--- src/rtl/mux161_scan_ctrl_pkg.sv ---
// Shared types and constants for the 16:1 mux scan controller.
package mux161_scan_ctrl_pkg;

   // Sequencer states.
   typedef enum logic [0:0] {
      StIdle = 1'b0,
      StScan = 1'b1
   } state_e;

   localparam int unsigned NumCh         = 16;
   localparam int unsigned DefaultSettle = 1;
   // Width of the settle counter; SETTLE must fit (0..15).
   localparam int unsigned CntW          = 4;

endpackage

--- src/rtl/mux161_scan_ctrl_if.sv ---
// Bus between the scan controller and its environment: request controls, the mux tap,
// the mux select and the assembled word.
interface mux161_scan_ctrl_if #(
   parameter int unsigned N_SEL = 4
);
   logic                  start;
   logic                  cont;
   logic                  mux_y;
   logic [N_SEL-1:0]      sel;
   logic [2**N_SEL-1:0]   data;
   logic                  valid;
   logic                  busy;

   // Environment side: issues requests, presents the mux output, consumes the word.
   modport master (
      output start, cont, mux_y,
      input  sel, data, valid, busy
   );

   // Controller side.
   modport slave (
      input  start, cont, mux_y,
      output sel, data, valid, busy
   );
endinterface

--- src/rtl/mux161_scan_ctrl_scan_settle_cnt.sv ---
// Loadable down-counter with a zero flag; times the settle window of each channel.
module scan_settle_cnt
   import mux161_scan_ctrl_pkg::*;
#(
   parameter int unsigned Width = CntW
) (
   input  logic             clk,
   input  logic             rst,
   input  logic             load_i,
   input  logic [Width-1:0] load_val_i,
   input  logic             dec_i,
   output logic             zero_o
);
   logic [Width-1:0] cnt_q, cnt_d;

   // Load has priority over decrement; decrement saturates at zero.
   always_comb begin
      cnt_d = cnt_q;
      if (load_i) begin
         cnt_d = load_val_i;
      end else if (dec_i && (cnt_q != '0)) begin
         cnt_d = cnt_q - 1'b1;
      end
   end

   // Counter register with synchronous reset.
   always_ff @(posedge clk) begin
      if (rst) begin
         cnt_q <= '0;
      end else begin
         cnt_q <= cnt_d;
      end
   end

   assign zero_o = (cnt_q == '0);
endmodule

--- src/rtl/mux161_scan_ctrl.sv ---
// Scan sequencer for a 16:1 mux: steps the select through every channel, samples y at the
// end of each channel window, and publishes the assembled word with a one-cycle valid.
module mux161_scan_ctrl
   import mux161_scan_ctrl_pkg::*;
#(
   parameter int unsigned SETTLE = DefaultSettle,
   parameter int unsigned N_SEL  = 4
) (
   input  logic             clk,
   input  logic             rst,
   mux161_scan_ctrl_if.slave bus
);
   localparam int unsigned    NCh       = 2 ** N_SEL;
   localparam logic [CntW-1:0] SettleVal = CntW'(SETTLE);
   localparam logic [N_SEL-1:0] LastSel  = N_SEL'(NCh - 1);

   state_e           state_q, state_d;
   logic [N_SEL-1:0] sel_q, sel_d;
   logic [NCh-1:0]   acc_q, acc_d;
   logic [NCh-1:0]   data_q, data_d;
   logic             valid_q, valid_d;
   logic             cnt_load, cnt_dec, cnt_zero;

   scan_settle_cnt #(
      .Width (CntW)
   ) u_settle_cnt (
      .clk        (clk),
      .rst        (rst),
      .load_i     (cnt_load),
      .load_val_i (SettleVal),
      .dec_i      (cnt_dec),
      .zero_o     (cnt_zero)
   );

   // Next-state logic: channel walk, sampling and end-of-scan hand-off.
   always_comb begin
      state_d  = state_q;
      sel_d    = sel_q;
      acc_d    = acc_q;
      data_d   = data_q;
      valid_d  = 1'b0;
      cnt_load = 1'b0;
      cnt_dec  = 1'b0;
      unique case (state_q)
         StIdle: begin
            if (bus.start) begin
               state_d  = StScan;
               sel_d    = '0;
               cnt_load = 1'b1;
            end
         end
         StScan: begin
            if (!cnt_zero) begin
               cnt_dec = 1'b1;
            end else begin
               // Last edge of this channel's window: y has been stable for a full cycle.
               acc_d[sel_q] = bus.mux_y;
               if (sel_q != LastSel) begin
                  sel_d    = sel_q + 1'b1;
                  cnt_load = 1'b1;
               end else begin
                  // Whole word moves at once, including the sample taken on this edge.
                  data_d  = acc_d;
                  valid_d = 1'b1;
                  sel_d   = '0;
                  if (bus.cont) begin
                     cnt_load = 1'b1;
                  end else begin
                     state_d = StIdle;
                  end
               end
            end
         end
         default: begin
            state_d = StIdle;
         end
      endcase
   end

   // State and datapath registers; reset discards any partial scan.
   always_ff @(posedge clk) begin
      if (rst) begin
         state_q <= StIdle;
         sel_q   <= '0;
         acc_q   <= '0;
         data_q  <= '0;
         valid_q <= 1'b0;
      end else begin
         state_q <= state_d;
         sel_q   <= sel_d;
         acc_q   <= acc_d;
         data_q  <= data_d;
         valid_q <= valid_d;
      end
   end

   assign bus.sel   = sel_q;
   assign bus.data  = data_q;
   assign bus.valid = valid_q;
   assign bus.busy  = (state_q == StScan);
endmodule

--- src/flat_wrapper.sv ---
// flat-port wrapper written by rule: the top's interface ports become plain ports
module mux161_scan_ctrl_flat import mux161_scan_ctrl_pkg::*;
#(
   parameter int unsigned SETTLE = DefaultSettle,
   parameter int unsigned N_SEL  = 4
)
  (clk, rst, bus_start, bus_cont, bus_mux_y, bus_sel, bus_data, bus_valid, bus_busy);
  mux161_scan_ctrl_if #(.N_SEL(N_SEL)) bus_i ();
  input  logic clk;
  input  logic rst;
  input wire logic [$bits(bus_i.start)-1:0] bus_start;
  input wire logic [$bits(bus_i.cont)-1:0] bus_cont;
  input wire logic [$bits(bus_i.mux_y)-1:0] bus_mux_y;
  output wire logic [$bits(bus_i.sel)-1:0] bus_sel;
  output wire logic [$bits(bus_i.data)-1:0] bus_data;
  output wire logic [$bits(bus_i.valid)-1:0] bus_valid;
  output wire logic [$bits(bus_i.busy)-1:0] bus_busy;
  assign bus_i.start = bus_start;
  assign bus_i.cont = bus_cont;
  assign bus_i.mux_y = bus_mux_y;
  assign bus_sel = bus_i.sel;
  assign bus_data = bus_i.data;
  assign bus_valid = bus_i.valid;
  assign bus_busy = bus_i.busy;
  mux161_scan_ctrl #(.SETTLE(SETTLE), .N_SEL(N_SEL)) u_core (.clk(clk), .rst(rst), .bus(bus_i));
endmodule
--- config.mk ---
export PLATFORM = sky130hd
export DESIGN_NAME = mux161_scan_ctrl_flat
export DESIGN_NICKNAME = d
export VERILOG_FILES = /design/src/rtl/mux161_scan_ctrl_pkg.sv /design/src/rtl/mux161_scan_ctrl_if.sv /design/src/rtl/mux161_scan_ctrl_scan_settle_cnt.sv /design/src/rtl/mux161_scan_ctrl.sv /design/src/flat_wrapper.sv
export SDC_FILE = /design/constraint.sdc
export NUM_CORES = 1
export LEC_CHECK = 0
export CAP_MARGIN = 10
export CELL_PAD_IN_SITES_DETAIL_PLACEMENT = 1
export CELL_PAD_IN_SITES_GLOBAL_PLACEMENT = 2
export CORE_AREA = 2 2 73 103
export DETAILED_ROUTE_END_ITERATION = 10
export DIE_AREA = 0 0 75 105
export MAX_ROUTING_LAYER = met4
export PLACE_DENSITY_LB_ADDON = 0.1
export SLEW_MARGIN = 30
export SYNTH_ARGS = -nofsm -noshare
export SYNTH_HDL_FRONTEND = slang
export SYNTH_SLANG_ARGS = --single-unit
--- constraint.sdc ---
create_clock -name clk -period 1.5 [get_ports clk]
set_input_delay 0.3 -clock clk [delete_from_list [all_inputs] [get_ports clk]]
set_output_delay 0.3 -clock clk [all_outputs]
set_load 0.02 [all_outputs]
==> results of run 1 <==
area by class of cell:
cell class / instances / share of cell area (%)
Clock buffer: 7 / 3.149
Inverter: 5 / 0.7759
Multi-Input combinational cell: 153 / 40.76
Sequential cell: 41 / 30.40
Tap cell: 95 / 4.336
Timing Repair Buffer: 58 / 20.58
state kept, by name, indices dropped and copies added, names as in the netlist:
| name | count |
|---|---|
| u_core.bus.busy | 1 |
| u_core.acc_q | 15 |
| u_core.bus.valid | 1 |
| u_core.bus.sel | 4 |
| u_core.u_settle_cnt.cnt_q | 4 |
| u_core.bus.data | 16 |
critical path, delay by kind of cell (launching register included):
family | cells | cell delay [ns]
compound gates | 1 | 0.27
simple gates | 2 | 0.42
buf+inv | 2 | 0.23
flops | 1 | 0.34
fa+ha+maj | 1 | 0.16
worst paths after layout:
kind | from | to | slack [ns] | depth (start not counted)
max | u_core.u_settle_cnt.cnt_q[0] | u_core.bus.sel[2] | -0.03 | 6
max reg2reg | u_core.u_settle_cnt.cnt_q[0] | u_core.bus.sel[2] | -0.03 | 6
min | u_core.bus.data[15] | u_core.bus.data[15] | 0.48 | 2
min reg2reg | u_core.bus.data[15] | u_core.bus.data[15] | 0.48 | 2
stage by stage:
stage / worst slack, ns / cells
2_1_floorplan: 0.02878 / 225
5_1_grt: -0.05924 / 359
6_report: -0.02915 / 359
3_5_place_dp: -0.1439 / 348
4_1_cts: 0.01215 / 356
3_3_place_gp: -0.01780 / 348
what timing repair did:
| action | in CTS | in global routing |
|---|---|---|
| pin swaps | 0 | 7 |
| hold buffers | 0 | 0 |
| gates cloned | 1 | 2 |
| endpoints found under the setup margin | 54 | 20 |
| setup buffers | 0 | 1 |
| resized for setup | 33 | 17 |
cells in the final DEF (no fill, tap or decap), types with 3 or more instances in the layout:
master,netlist,layout
nand3_1,13,12
clkdlybuf4s50_1,0,4
clkbuf_8,0,6
buf_12,0,4
nor3b_2,0,3
a21oi_2,0,4
dfxtp_1,41,35
o21ai_0,8,8
a211oi_1,9,9
nand2_1,10,9
mux2i_1,22,21
buf_4,6,25
nand3b_1,6,6
nand4_1,7,7
nor2_1,7,7
nand2b_1,16,16
a311oi_1,5,5
dlygate4sd2_1,0,22
a21oi_1,27,23
dfxtp_2,0,4
report_power, final:
part	switching [mW]	internal, mW
Clock	0.388	0.366
Combinational	0.195	0.175
Sequential	0.0205	1.10
synthesized netlist by cell type (all sizes together) (2+ instances only):
cell type  count  share of area (%)
a211oi         9                3.3
a21oi         27                6.7
a311oi         5                2.2
buf           17                5.8
clkbuf         9                1.9
dfxtp         41                 41
ha             5                3.1
inv            5               0.93
mux2i         22                 11
nand2         10                1.9
nand2b        16                4.9
nand3         14                3.7
nand3b         6                2.2
nand4          7                2.2
nor2           7                1.3
nor2b          2               0.62
nor3           2               0.49
nor3b          3                1.1
o21ai          8                2.0
cell families (layout without fill, tap and decap cells):
kind of cell             after synthesis  count (layout)
flip-flops                            41              41
multiplexers                          22              22
AND/OR/NAND/NOR                       73              73
AO/OA/AOI/OAI                         53              53
buffers and inverters                 31              70
adder cells (fa/ha/maj)                5               5
metal layers:
layer,up-vias,track usage [%],routed length (um)
met5,-,-,0
li1,879,-,-
met2,32,28.57,3299
met3,13,2.411,135
met4,0,7.653,214
met1,913,20.26,2762
==> impl_metrics.json, run 1 <==
{
  "cts_root_buffer": "clkbuf_8",
  "yosys_register_bits": 41,
  "final_util_pct": 39.78,
  "area_growth_pct": 35.33,
  "antenna_found_initial": 0,
  "post-route-period-util_pct": 101.9,
  "async_flop_share_pct": 0,
  "dr.first_iter.drc_count": 69,
  "drive_gt1_share_pct": 24.62,
  "synth_edf_count": 0,
  "finalPower_mw": 2.246,
  "fin_worst_skew_ns": 0.005060,
  "numPortBuffers": 26,
  "cts_tree": "done",
  "numCtsBuffers": 5,
  "grt_pass1_vias": 2006,
  "report.final.slew_viol_count": 0,
  "cap_violations": 0,
  "setup_viol": 1,
  "slew_headroom_pct": 69.83,
  "tightest_slew_ns": 0.4526,
  "syn_area_per_cell_um2": 9.003,
  "grt_overflow": 0,
  "cts_max_level": 2,
  "track_usage_pct": 17.30,
  "multi_input_area_um2": 1117,
  "fmax_ghz": 0.6540,
  "rsz0062_at_grt": "yes",
  "cp_max_fo": 9,
  "violations": "setup timing",
  "yosys.area_share.simple_pct": 21.12,
  "fillers": 796,
  "fin_ws_ns": -0.02915,
  "clkTransAtPathRegs_ns": 0.08,
  "period_minus_slack_ns": 1.529,
  "leakage_nw": 1.093,
  "seqCellArea_um2": 833.3,
  "synth_xor_xnor_area_share_pct": 0,
  "vias": 1837,
  "netlist_instances": 225,
  "num-nets-final": 274,
  "ioPinCount": 27,
  "synth.cell_area_um2": 2026,
  "dp.final_hpwl_um": 4218,
  "synth_cell_type_count": 34,
  "finalSetupTns_ns": -0.02915,
  "cts_buffer_depth": 2,
  "dr.pass1.iters": 4,
  "yosysWarnings": 0,
  "cp.arrival_ns": 1.72,
  "path_class": "reg -> reg",
  "cts_sinks": 41,
  "end_kind": "register",
  "ys_seq_area_share_pct": 40.52,
  "synth_top_family_by_area": "simple AND/OR/NAND/NOR gates",
  "die_h_um": 105,
  "design_area_um2": 2741,
  "drcViolationCount": 0,
  "synth_nets": 235,
  "cp.required_ns": 1.69,
  "grt_max_degree": 40,
  "viasPerCell": 5.117,
  "ys.flop_type": "dfxtp_1",
  "place_area_um2": 2515,
  "coreArea_um2": 6892,
  "die_x_um": 75,
  "vdd_drop_max_mv": 0.3250,
  "synth_compound_area_share_pct": 15.81,
  "path_cells": "inv_4, ha_4, and4bb_4, buf_12, nand2b_1, a311oi_1",
  "synth_adder_area_share_pct": 3.088,
  "slowest_delay_ns": 0.35,
  "crit_slowest_cell": "and4bb_4",
  "finalHoldViolations": 0,
  "gp_congestion": 0.8033,
  "n_antenna_cell": 0,
  "grt_first_pass_wirelength_um": 10150,
  "rows": 36,
  "ant_nets": 0,
  "status": "finished with violations",
  "die-area_um2": 7875,
  "muxShareOfSynthArea_pct": 10.87,
  "startpoint_type": "register",
  "wl_um": 6411,
  "wl_per_cell_um": 17.86,
  "clock_latency_ns": 0.29,
  "hold_slack_ns": 0.4765,
  "start_util_pct": 29.39,
  "min_path_type": "reg -> reg",
  "p_per_area_nw_per_um2": 819.4
}
(Power assumes the default switching activity.)
==> inputs of run 2 (changes only) <==
Settings changed: ABC_AREA set to 1, CORE_AREA 2 2 73 103 to 2 2 74 104, DIE_AREA 0 0 75 105 to 0 0 76 106, MAX_ROUTING_LAYER met4 to not set.
==> impl_metrics.json, run 2 <==
{
  "min_path_type": "reg -> reg",
  "cts_root_buffer": "clkbuf_8",
  "cts_hold_buf": 0,
  "dr.pass1.iters": 5,
  "yosysTopAreaCell": "dfxtp_1",
  "period_minus_slack_ns": 1.406,
  "dr.first_iter.drc_count": 103,
  "viasPerCell": 4.597,
  "final_common_cell": "nand2_1",
  "hold_path_depth": 2,
  "n_antenna_cell": 0,
  "min_to": "u_core.u_settle_cnt.cnt_q[1]",
  "wl_per_cell_um": 13.44,
  "crit_slowest_cell": "dfxtp_1",
  "rr_startpoint": "u_core.bus.sel[1]",
  "grt_first_pass_wirelength_um": 9556,
  "slowest_delay_ns": 0.45,
  "ys_top_cells_by_area": "dfxtp_1 44%, nand2_1 15%, o21ai_0 8.3%",
  "fillers": 900,
  "synth_top_area_share_pct": 43.68,
  "syn_area_per_cell_um2": 7.173,
  "seqCellArea_um2": 822.0,
  "ys.flop_type": "dfxtp_1",
  "finalHoldViolations": 0,
  "track_usage_pct": 14.88,
  "setup_viol": 0,
  "synth_nets": 272,
  "die-area_um2": 8056,
  "wl_um": 5497,
  "path_cells": "dlygate4sd2_1",
  "cpLargestDelayFamily": "flip-flops",
  "slew_headroom_pct": 78.80,
  "ys_seq_area_share_pct": 43.68,
  "p_per_area_nw_per_um2": 1021,
  "critPathBufInv": 1,
  "multi_input_area_um2": 962.2,
  "gp_congestion": 0.7146,
  "yosys.cell_count.top_type": "nand2_1",
  "fin_worst_skew_ns": 0.006005,
  "dp.final_hpwl_um": 3874,
  "drive_gt1_share_pct": 14.74,
  "vdd_drop_max_mv": 0.4081,
  "path_class": "reg -> out",
  "status": "finished, final reports clean",
  "synth_edf_count": 0,
  "cts_sinks": 41,
  "drcViolationCount": 0,
  "startpoint_type": "register",
  "final_cell_mix": "74 x nand2_1, 40 x dfxtp_1, 36 x nor2_1",
  "antenna_found_initial": 0,
  "start_util_pct": 26.19,
  "clock_latency_ns": 0.30,
  "yosys_register_bits": 41,
  "cp.required_ns": 1.20,
  "clkTransAtPathRegs_ns": 0.09,
  "numCtsBuffers": 5,
  "netlist_instances": 262,
  "largest_register_ffs": 16,
  "design_area_um2": 2584,
  "final_util_pct": 36.01,
  "cp.arrival_ns": 1.11,
  "r2r_end": "u_core.acc_q[12]",
  "place_area_um2": 2464,
  "report.final.slew_viol_count": 0,
  "yosysWarnings": 0,
  "numPortBuffers": 26,
  "grt_pass1_vias": 1962,
  "cts_buffer_depth": 2,
  "die_x_um": 76,
  "cts_max_level": 2,
  "synth_commonest_cells": "75 x nand2_1, 41 x dfxtp_1, 36 x nor2_1",
  "finalSetupTns_ns": 0,
  "grt_overflow": 0,
  "r2r_slack_ns": 0.15,
  "async_flop_share_pct": 0,
  "fmax_ghz": 0.7114,
  "rows": 37,
  "reg2regPathDepth": 7,
  "post-route-period-util_pct": 93.72,
  "leakage_nw": 1.213,
  "ant_nets": 0,
  "area_growth_pct": 37.48,
  "synth_cell_type_count": 18,
  "die_h_um": 106,
  "vias": 1880,
  "ioPinCount": 27,
  "tightest_slew_ns": 0.3169,
  "grt_max_degree": 34,
  "coreArea_um2": 7176,
  "cap_violations": 0,
  "synth.cell_area_um2": 1879,
  "end_kind": "output port",
  "num-nets-final": 321,
  "cts_tree": "done",
  "cp_max_fo": 7,
  "hold_start": "u_core.u_settle_cnt.cnt_q[1]"
}
run 2: changes by cell type after synthesis, moves of 6 or more:
cell | previous run | this run
a211oi_1 | 9 | 0
a21oi_1 | 27 | 8
inv_1 | 5 | 11
mux2i_1 | 22 | 0
nand2_1 | 10 | 75
nand2b_1 | 16 | 0
nand3_1 | 13 | 30
nand3b_1 | 6 | 0
nor2_1 | 7 | 36
o21ai_0 | 8 | 31
run 2: kinds of logic (layout without fill, tap and decap cells):
family                     count (synthesis)  after routing  synth area share [%]
and+or+nand+nor                          151            151                 36.15
buffers and inverters                     25             75                 6.125
adders and majority gates                  5              5                 3.329
DFF                                       41             41                 43.68
AOI/OAI and AO/OA                         40             40                 10.72
run 2: layout make-up:
type                            count  area share [%]
Multi-Input combinational cell    196           37.24
Sequential cell                    41           31.82
Timing Repair Buffer               53           19.71
Clock inverter                      1           1.162
Tap cell                           97           4.697
Clock buffer                        7           3.341
Inverter                           14           2.034
run 2: where the power goes:
part	internal, mW	leakage (nW)	switching (mW)
Sequential	1.15	0.334	0.0395
Clock	0.544	0.0585	0.419
Combinational	0.207	0.820	0.275
Total	1.91	1.21	0.733
run 2: worst reg2reg max path: stages (launching register included):
cell,delay (ns)
dfxtp_1,0.34
buf_4,0.15
inv_1,0.07
ha_1,0.23
nand2_1,0.10
o21ai_0,0.24
nor2_1,0.07
nor2_1,0.10
run 2: worst max-delay path by stage:
| stage | startpoint | cells past startpoint | endpoint |
|---|---|---|---|
| CTS | u_core.u_settle_cnt.cnt_q[1] | 8 | u_core.acc_q[7] |
| global route | u_core.u_settle_cnt.cnt_q[1] | 8 | u_core.acc_q[7] |
| global placement | bus_mux_y | 6 | u_core.acc_q[4] |
| finish | u_core.bus.sel[2] | 1 | bus_sel[2] |
| floorplan | u_core.bus.sel[0] | 7 | u_core.bus.data[6] |
| detailed placement | bus_mux_y | 6 | u_core.acc_q[1] |
run 2: routing by layer:
layer	global-route usage, %	up-vias	part of all wire [%]
met3	2.377	4	2.7
met5	0	-	0
li1	-	953	-
met2	27.81	28	51
met4	5.065	0	1.1
met1	17.11	895	45
run 2: per-stage QoR:
step | hold slack [ns] | instances | total power, mW | worst slack [ns]
CTS | 0.4719 | 409 | 2.668 | 0.004498
global route | 0.4974 | 409 | 2.807 | -0.01821
detailed placement | 0.4601 | 401 | 1.694 | -0.01622
global placement | 0.4455 | 401 | 1.687 | 0.006452
floorplan | 0.3691 | 262 | 1.491 | 0.04602
finish | 0.4639 | 409 | 2.639 | 0.09427
run 2: repair_timing:
item	in CTS	in global routing
setup endpoints to repair	23	34
resized for setup	23	15
buffers inserted	0	0
pin swaps	0	0
==> inputs of run 3 (changes only) <==
Settings changed: PLACE_DENSITY_LB_ADDON 0.1 to 0.25.
==> impl_metrics.json, run 3 (synthesis gave the netlist of run 2 again) <==
{
  "status": "finished, final reports clean",
  "wl_per_cell_um": 13.14,
  "cp.required_ns": 1.20,
  "ioPinCount": 27,
  "p_sw_uw": 707.3,
  "dp.final_hpwl_um": 3804,
  "dr.pass1.iters": 4,
  "fin_worst_skew_ns": 0.007977,
  "fmax_ghz": 0.7070,
  "end_kind": "output port",
  "area_growth_pct": 33.22,
  "finalHoldViolations": 0,
  "clock_latency_ns": 0.29,
  "coreArea_um2": 7176,
  "crit_slowest_cell": "dfxtp_1",
  "final_common_cell": "nand2_1",
  "cpLargestDelayFamily": "flip-flops",
  "power.internal_mw": 1.770,
  "rows": 37,
  "clkTransAtPathRegs_ns": 0.08,
  "grt_first_pass_wirelength_um": 9232,
  "finalSetupTns_ns": 0,
  "startpoint_type": "register",
  "viasPerCell": 4.505,
  "drive_gt1_share_pct": 14.33,
  "vias": 1820,
  "setup_viol": 0,
  "period_minus_slack_ns": 1.415,
  "num-nets-final": 316,
  "dp.cells": 395,
  "path_class": "reg -> out",
  "slowest_delay_ns": 0.45,
  "fillers": 891,
  "cts_tree": "done",
  "cts_max_level": 2,
  "antenna_found_initial": 0,
  "start_util_pct": 26.19,
  "grt_max_degree": 19,
  "layout.cells.non_filler": 404,
  "dr.first_iter.drc_count": 52,
  "cap_violations": 0,
  "path_cells": "dlygate4sd2_1",
  "hold_slack_ns": 0.4660,
  "numPortBuffers": 26,
  "leakage_nw": 1.171,
  "final_cell_mix": "74 x nand2_1, 40 x dfxtp_1, 35 x nor2_1",
  "track_usage_pct": 14.13,
  "vdd_drop_max_mv": 0.3735,
  "p_sw_share_pct": 28.55,
  "largest_register_ffs": 16,
  "cts_hold_buf": 0,
  "report.final.slew_viol_count": 0,
  "rsz0062_at_grt": "no",
  "critPathBufInv": 1,
  "grt_overflow": 0,
  "n_antenna_cell": 0,
  "final_util_pct": 34.89,
  "p_seq_share_pct": 48.0,
  "die_x_um": 76,
  "ant_nets": 0,
  "min_path_type": "reg -> reg",
  "slew_headroom_pct": 80.80,
  "wl_um": 5310,
  "die-area_um2": 8056,
  "p_per_area_nw_per_um2": 989.6,
  "cts_setup_buffers": 0,
  "tightest_slew_ns": 0.2851,
  "cp_max_fo": 5,
  "power.share.clock_pct": 32.9,
  "cts_root_buffer": "clkbuf_8",
  "drcViolationCount": 0,
  "cp.arrival_ns": 1.11,
  "cts_sinks": 41,
  "grt_pass1_vias": 1925,
  "cts_buffer_depth": 2,
  "gp_congestion": 0.7388,
  "finalPower_mw": 2.478,
  "post-route-period-util_pct": 94.30,
  "die_h_um": 106,
  "pwr-share-comb_pct": 19.1,
  "numCtsBuffers": 5
}
-- run 3: cell count changes in the layout (fill, tap and decap cells not counted), moves of 2 or more --
| cell | previous run | this run |
|---|---|---|
| buf_6 | 3 | 1 |
| o21ai_0 | 23 | 25 |
| buf_12 | 5 | 3 |
| buf_4 | 19 | 17 |
-- run 3: layout make-up --
type	instances	area [um2]	area share, %
multi-input cells	197	974.7	38.93
repair buffers	47	431.7	17.24
well taps	97	121.4	4.848
clock inverters	1	5.005	0.1999
inverters	14	52.55	2.099
clock buffers	7	96.34	3.848
flip-flops and latches	41	822.0	32.83
-- run 3: power by group through the flow --
| stage | Combinational [mW] | Clock [mW] | Sequential, mW |
|---|---|---|---|
| finish | 0.474 | 0.814 | 1.19 |
| global route | 0.548 | 0.895 | 1.20 |
| CTS | 0.470 | 0.851 | 1.19 |
| detailed placement | 0.473 | 0 | 1.21 |
| global placement | 0.467 | 0 | 1.21 |
| floorplan | 0.272 | 0 | 1.22 |
-- run 3: worst paths after layout --
path                                          start  slack (ns)                  end  cells past startpoint
worst min register to register  u_core.bus.data[15]        0.47  u_core.bus.data[15]                      2
worst max-delay path              u_core.bus.sel[3]        0.09           bus_sel[3]                      1
worst min-delay path            u_core.bus.data[15]        0.47  u_core.bus.data[15]                      2
worst max register to register    u_core.bus.sel[1]        0.12      u_core.acc_q[1]                      7
-- run 3: per-stage QoR --
step	instance area, um2	setup WS [ns]
finish	2504	0.08548
global route	2504	0.006012
CTS	2470	0.006402
detailed placement	2394	-0.02490
global placement	2394	-0.01689
floorplan	1879	0.04602
-- run 3: per-layer routing --
metal	vias up	GRT usage, %	wire length [um]	share of wire, %
met2	23	25.13	2620	49
met5	-	0	0	0
met1	851	17.20	2462	46
met3	5	2.547	151	2.8
li1	941	-	-	-
met4	0	4.675	75	1.4
-- run 3: what timing repair did --
action / in CTS / in global routing
endpoints found under the setup margin: 24 / 36
cloned: 0 / 1
pin swaps: 0 / 2
resized for setup: 23 / 13
